[config.mk]
export PLATFORM = sky130hd
export DESIGN_NAME = l1_threshold_wb_target
export DESIGN_NICKNAME = d
export VERILOG_FILES = /design/src/rtl/l1_trigger_pkg.sv /design/src/rtl/l1_beam_rate_counter.sv /design/src/rtl/l1_threshold_wb_target.sv
export SDC_FILE = /design/constraint.sdc
export NUM_CORES = 1
export LEC_CHECK = 0
export BUFFER_PORTS_ARGS = -buffer_cell sky130_fd_sc_hd__buf_2
export CAP_MARGIN = 20
export CORE_ASPECT_RATIO = 1.4
export CORE_MARGIN = 4
export CORE_UTILIZATION = 46
export CTS_CLUSTER_SIZE = 30
export DETAILED_ROUTE_END_ITERATION = 8
export HOLD_SLACK_MARGIN = 0.12
export PLACE_DENSITY_LB_ADDON = 0.2
export SETUP_SLACK_MARGIN = 0.05
export SYNTH_ARGS = -nofsm -noshare
export SYNTH_HDL_FRONTEND = slang
export SYNTH_SLANG_ARGS = --single-unit
[constraint.sdc]
create_clock -name wb_clk_i -period 19.4 [get_ports wb_clk_i]
set_clock_uncertainty 0.2 [all_clocks]
set_input_delay 0.97 -clock wb_clk_i [delete_from_list [all_inputs] [get_ports wb_clk_i]]
set_output_delay 0.97 -clock wb_clk_i [all_outputs]
set_load 0.03 [all_outputs]
[src/rtl/l1_trigger_pkg.sv]
// Shared definitions for the L1 trigger threshold/rate-control Wishbone target.
package l1_trigger_pkg;

    localparam logic [1:0] ADR_CTRL   = 2'b00;
    localparam logic [1:0] ADR_COUNT  = 2'b01;
    localparam logic [1:0] ADR_THRESH = 2'b10;

    localparam int unsigned STAT_DONE_BIT = 0;
    localparam int unsigned STAT_BUSY_BIT = 1;

    localparam int unsigned THRESH_BITS = 18;
    localparam int unsigned COUNT_BITS  = 32;

    typedef enum logic {
        ST_IDLE,
        ST_COUNTING
    } win_state_t;

    // Byte-lane merge of a write into an 18-bit threshold (lane 2 carries bits 17:16).
    function automatic logic [THRESH_BITS-1:0] merge_thresh(
        input logic [THRESH_BITS-1:0] old_value,
        input logic [31:0]            data,
        input logic [3:0]             lanes
    );
        logic [THRESH_BITS-1:0] result;
        result = old_value;
        if (lanes[0]) result[7:0]   = data[7:0];
        if (lanes[1]) result[15:8]  = data[15:8];
        if (lanes[2]) result[17:16] = data[17:16];
        return result;
    endfunction

endpackage

[src/rtl/l1_beam_rate_counter.sv]
// Per-beam trigger accumulator with saturation, latched into a count register at window end.
module l1_beam_rate_counter
    import l1_trigger_pkg::*;
(
    input  logic                  clk,
    input  logic                  rst,
    input  logic                  count_en,
    input  logic                  window_end,
    input  logic                  trig,
    output logic [COUNT_BITS-1:0] count
);

    logic [COUNT_BITS-1:0] acc;
    logic [COUNT_BITS-1:0] acc_sum;

    // Saturating add of this cycle's trigger.
    always_comb begin
        acc_sum = (acc == '1) ? acc : acc + COUNT_BITS'(trig);
    end

    // Accumulate while counting; on the final cycle publish the total and clear.
    always_ff @(posedge clk or posedge rst) begin
        if (rst) begin
            acc   <= '0;
            count <= '0;
        end else if (count_en) begin
            if (window_end) begin
                count <= acc_sum;
                acc   <= '0;
            end else begin
                acc <= acc_sum;
            end
        end
    end

endmodule

[src/rtl/l1_threshold_wb_target.sv]
// Wishbone target for L1 trigger thresholds and per-beam trigger rate counting windows.
module l1_threshold_wb_target
    import l1_trigger_pkg::*;
#(
    parameter int unsigned            NBEAMS          = 2,
    parameter int unsigned            COUNT_CLOCKS    = 375000000,
    parameter logic [THRESH_BITS-1:0] STARTING_THRESH = 18'h3FFFF
) (
    input  logic                          wb_clk_i,
    input  logic                          wb_rst_i,
    input  logic                          wb_cyc_i,
    input  logic                          wb_stb_i,
    input  logic                          wb_we_i,
    input  logic [21:0]                   wb_adr_i,
    input  logic [31:0]                   wb_dat_i,
    input  logic [3:0]                    wb_sel_i,
    output logic                          wb_ack_o,
    output logic                          wb_err_o,
    output logic                          wb_rty_o,
    output logic [31:0]                   wb_dat_o,
    input  logic [NBEAMS-1:0]             trig_i,
    output logic [NBEAMS*THRESH_BITS-1:0] thresholds_o,
    output logic                          thresh_update_o
);

    localparam int unsigned WIN_BITS = $clog2(COUNT_CLOCKS + 1);

    win_state_t             state;
    logic [WIN_BITS-1:0]    win_cnt;
    logic                   done;
    logic                   busy;
    logic                   window_end;
    logic                   access;
    logic                   start_req;
    logic [1:0]             adr_sel;
    logic [7:0]             adr_beam;
    logic [31:0]            rd_data;
    logic [THRESH_BITS-1:0] thr      [NBEAMS];
    logic [THRESH_BITS-1:0] thr_next [NBEAMS];
    logic                   thr_changed;
    logic [COUNT_BITS-1:0]  count    [NBEAMS];
    logic                   unused_bits;

    assign wb_err_o    = 1'b0;
    assign wb_rty_o    = 1'b0;
    assign unused_bits = ^wb_adr_i[21:10];

    assign access     = wb_cyc_i & wb_stb_i & ~wb_ack_o;
    assign adr_sel    = wb_adr_i[9:8];
    assign adr_beam   = wb_adr_i[7:0];
    assign start_req  = access & wb_we_i & (adr_sel == ADR_CTRL) & wb_dat_i[0] & wb_sel_i[0];
    assign busy       = (state == ST_COUNTING);
    assign window_end = busy && (win_cnt == WIN_BITS'(COUNT_CLOCKS - 1));

    // Read mux; unmatched beam indices and the reserved select fall through to zero.
    always_comb begin
        rd_data = '0;
        case (adr_sel)
            ADR_CTRL: begin
                rd_data[STAT_DONE_BIT] = done;
                rd_data[STAT_BUSY_BIT] = busy;
            end
            ADR_COUNT: begin
                for (int unsigned i = 0; i < NBEAMS; i++)
                    if (adr_beam == 8'(i)) rd_data = 32'(count[i]);
            end
            ADR_THRESH: begin
                for (int unsigned i = 0; i < NBEAMS; i++)
                    if (adr_beam == 8'(i)) rd_data = 32'(thr[i]);
            end
            default: ;
        endcase
    end

    // Next threshold bank value and whether the accepted write actually alters it.
    always_comb begin
        thr_next    = thr;
        thr_changed = 1'b0;
        if (access && wb_we_i && (adr_sel == ADR_THRESH)) begin
            for (int unsigned i = 0; i < NBEAMS; i++) begin
                if (adr_beam == 8'(i)) begin
                    thr_next[i] = merge_thresh(thr[i], wb_dat_i, wb_sel_i);
                    thr_changed = (thr_next[i] != thr[i]);
                end
            end
        end
    end

    // Flatten the threshold bank onto the trigger-facing bus.
    always_comb begin
        thresholds_o = '0;
        for (int unsigned i = 0; i < NBEAMS; i++)
            thresholds_o[THRESH_BITS*i +: THRESH_BITS] = thr[i];
    end

    // Single-cycle ack with read data captured on the accepting edge.
    always_ff @(posedge wb_clk_i or posedge wb_rst_i) begin
        if (wb_rst_i) begin
            wb_ack_o <= 1'b0;
            wb_dat_o <= '0;
        end else begin
            wb_ack_o <= access;
            if (access) wb_dat_o <= wb_we_i ? '0 : rd_data;
        end
    end

    // Threshold bank and the change pulse that accompanies a new value.
    always_ff @(posedge wb_clk_i or posedge wb_rst_i) begin
        if (wb_rst_i) begin
            for (int unsigned i = 0; i < NBEAMS; i++) thr[i] <= STARTING_THRESH;
            thresh_update_o <= 1'b0;
        end else begin
            thr             <= thr_next;
            thresh_update_o <= thr_changed;
        end
    end

    // Count-window FSM; starts are only honoured from IDLE.
    always_ff @(posedge wb_clk_i or posedge wb_rst_i) begin
        if (wb_rst_i) begin
            state   <= ST_IDLE;
            win_cnt <= '0;
            done    <= 1'b0;
        end else begin
            case (state)
                ST_IDLE: begin
                    if (start_req) begin
                        state   <= ST_COUNTING;
                        win_cnt <= '0;
                        done    <= 1'b0;
                    end
                end
                ST_COUNTING: begin
                    if (window_end) begin
                        state   <= ST_IDLE;
                        win_cnt <= '0;
                        done    <= 1'b1;
                    end else begin
                        win_cnt <= win_cnt + WIN_BITS'(1);
                    end
                end
                default: state <= ST_IDLE;
            endcase
        end
    end

    for (genvar g = 0; g < NBEAMS; g++) begin : g_beam
        l1_beam_rate_counter u_counter (
            .clk        (wb_clk_i),
            .rst        (wb_rst_i),
            .count_en   (busy),
            .window_end (window_end),
            .trig       (trig_i[g]),
            .count      (count[g])
        );
    end

endmodule

==> impl_metrics.toml <==
[clock_tree]
clock_latency_ns = 0.51
htreeDepth = 1
cts_setup_buffers = 0
cts_root_buf = "clkbuf_16"
path_clk_slew_ns = 0.06
numCtsBuffers = 24
cts_buffer_depth = 3
cts_tree = "yes"
cts_hold_buf = 0
cts_resized = 0
clkSinkCount = 229

[critical_path]
cp_max_fo = 46
crit_type = "flip-flop to flip-flop"
rrSetupSlack_ns = 15.66
reg2reg_to = "g_beam[1].u_counter.acc[7]"
cp_top_family = "simple AND/OR/NAND/NOR gates"
cp-startpoint = "win_cnt[12]"
worstPathArrival_ns = 3.93
worstReg2RegStart = "win_cnt[12]"
critPathSlowestCell = "o31ai_4"
startpoint_type = "flip-flop"
cp.required_ns = 19.59
end_kind = "flip-flop"
max_stage_delay_ns = 0.77
worst_r2r_path_depth = 6
crit_chain = "or4_1 > or3_1 > o31ai_4 > buf_4 > nor2_1 > a22o_1"
cp-endpoint = "g_beam[1].u_counter.acc[7]"
crit_buf_inv = 1
cp.depth = 6

[power_and_ir_drop]
power_density_nw_per_um2 = 78.4
power_leakage_uw = 0.00563
ir_worst_vdd_mv = 0.0566
total_power_uw = 1070

[final_layout]
fin_nets = 1413
fillCellCount = 2322
drive_gt1_share_pct = 18.7
areaGrowthSynthToFinish_pct = 13.1
final_core_util_pct = 53.3
fin_area_um2 = 13600
num_antenna_cells = 0
regArea_um2 = 5780
multi_input_area_um2 = 5910

[global_route]
grt_pass1_vias = 9721
grt_max_degree = 114
grt_remaining_overflow = 0
grt_pass1_wl_mm = 52.3
antenna_found_initial = 0
grt.total_usage_pct = 22.6

[flow_run]
maxCapViolations = 0

[placed_design]
post_dp_cell_area_um2 = 12800
routabilityCongestion = 0.855
dp_hpwl_mm = 22.6
portBuffers = 107

[synthesis]
postSynthCellCount = 1272
synthDistinctLibCells = 62
yosysTopAreaCellShare_pct = 40.1
async_flop_share_pct = 100
syn_area_per_cell_um2 = 9.46
synth_ff_type = "dfrtp_1"
synth-seq-area-share_pct = 48.0
synth.area.top_cells = "dfrtp_1 40%, dfstp_2 7.9%, o21ai_0 6.1%"
syn_area_um2 = 12000
yosys_warnings = 0
synth_edf_count = 0
yosys.area.top_type = "dfrtp_1"
ys_seq_elements = 229

[floorplanning]
core.rowCount = 69
die-width_um = 145
io-pin-count = 137
coreArea_um2 = 25600
dieArea_um2 = 28900
start_util_pct = 47.1
die_h_um = 199

[timing]
maxSlewViolCount = 0
relSlewSlack_pct = 27.9
rsz0062_at_grt = "no"
finalSetupViolCount = 0
setup-tns-final_ns = 0
min_period_ns = 3.74
worst_pin_slew_ns = 1.08
fmax_mhz = 268
fin_crit_sh_pct = 19.3
final-hold-violation-count = 0

[drt]
ant_nets = 0
routedWlPerCell_um = 19.4
dr.pass1.iters = 5
drc = 0
via_per_inst = 5.97
drtIter0Drc = 653
routed_wl_mm = 32.6
via_count = 10000

[outcome]
status = "complete, no violations"

[hold_path]
hp-class = "flip-flop to flip-flop"
-- cell families (layout without fill, tap and decap cells) --
logic type,count (synthesis),after routing,share of synthesized area (%)
and+or+nand+nor,449,449,18.2
AOI/OAI and AO/OA,339,339,18.1
DFF,229,229,48.0
buffers and inverters,101,185,3.34
xor gates and xnor gates,99,99,7.20
muxes,45,45,4.16
adders and majority gates,9,9,0.935
other,1,2,0.0311
-- where the power goes --
group | switching [µW] | total, µW | internal, µW
clock | 188 | 475 | 287
combinational | 46.2 | 76.7 | 30.5
sequential | 23.7 | 516 | 492
total | 258 | 1070 | 810
-- metal layers --
metal	wire, µm	track usage (%)
met5	0	0
met2	16000	38.7
met4	1200	8.43
met3	1680	3.16
met1	13700	28.9
-- cell usage in the layout (no fill, tap or decap), types with 28 or more instances in the layout --
cell type / count
dfrtp_1: 193
nand2_1: 150
o21ai_0: 146
buf_2: 107
nor2_1: 94
xnor2_1: 72
nand3_1: 46
a22oi_1: 46
mux2_2: 40
dfstp_2: 36
nand4_1: 32
a22o_1: 31
nor3_1: 28
-- state kept, by name, summed over array words and instances, names as in the netlist --
signal / count
busy: 1
done: 1
g_beam.u_counter.acc: 64
g_beam.u_counter.count: 64
thresh_update_o: 1
thresholds_o: 36
wb_ack_o: 1
wb_dat_o: 32
win_cnt: 29
-- metrics by stage --
stage          setup WS [ns]  instances  hold slack, ns
4_1_cts                15.69       1675           0.262
5_1_grt                15.51       1676           0.271
3_3_place_gp           15.54       1631           0.248
2_1_floorplan          12.01       1273           0.232
3_5_place_dp           15.53       1631           0.254
6_report               15.66       1676           0.263
-- worst min-delay path by stage --
stage / startpoint / slack [ns] / cells past startpoint / end
CTS: g_beam[1].u_counter.acc[23] / 0.26 / 1 / g_beam[1].u_counter.acc[23]
finish: g_beam[1].u_counter.acc[23] / 0.26 / 1 / g_beam[1].u_counter.acc[23]
floorplan: g_beam[1].u_counter.acc[23] / 0.23 / 1 / g_beam[1].u_counter.acc[23]
detailed placement: g_beam[1].u_counter.acc[23] / 0.25 / 1 / g_beam[1].u_counter.acc[23]
global placement: g_beam[1].u_counter.acc[23] / 0.25 / 1 / g_beam[1].u_counter.acc[23]
global route: g_beam[1].u_counter.acc[23] / 0.27 / 1 / g_beam[1].u_counter.acc[23]
-- cell usage after synthesis, types with 12 or more instances --
master	count
a21oi_1	26
mux2_2	40
nand4_1	32
nor2_1	95
clkbuf_1	65
nor3_1	29
buf_2	12
inv_1	17
o31ai_1	15
and3_1	22
a22oi_1	46
nand2_1	151
xor2_1	27
xnor2_1	72
dfrtp_1	193
dfstp_2	36
a31oi_1	21
nand3_1	46
o221ai_1	16
o21ai_0	146
nor4_1	14
a22o_1	31
-- layout make-up --
| type | instances | area share (%) |
|---|---|---|
| clock buffers | 33 | 5.03 |
| inverters | 19 | 0.579 |
| flip-flops and latches | 229 | 42.4 |
| repair buffers | 122 | 4.74 |
| well taps | 319 | 2.93 |
| multi-input cells | 943 | 43.4 |
| clock inverters | 11 | 0.946 |
(Power assumes the default switching activity.)
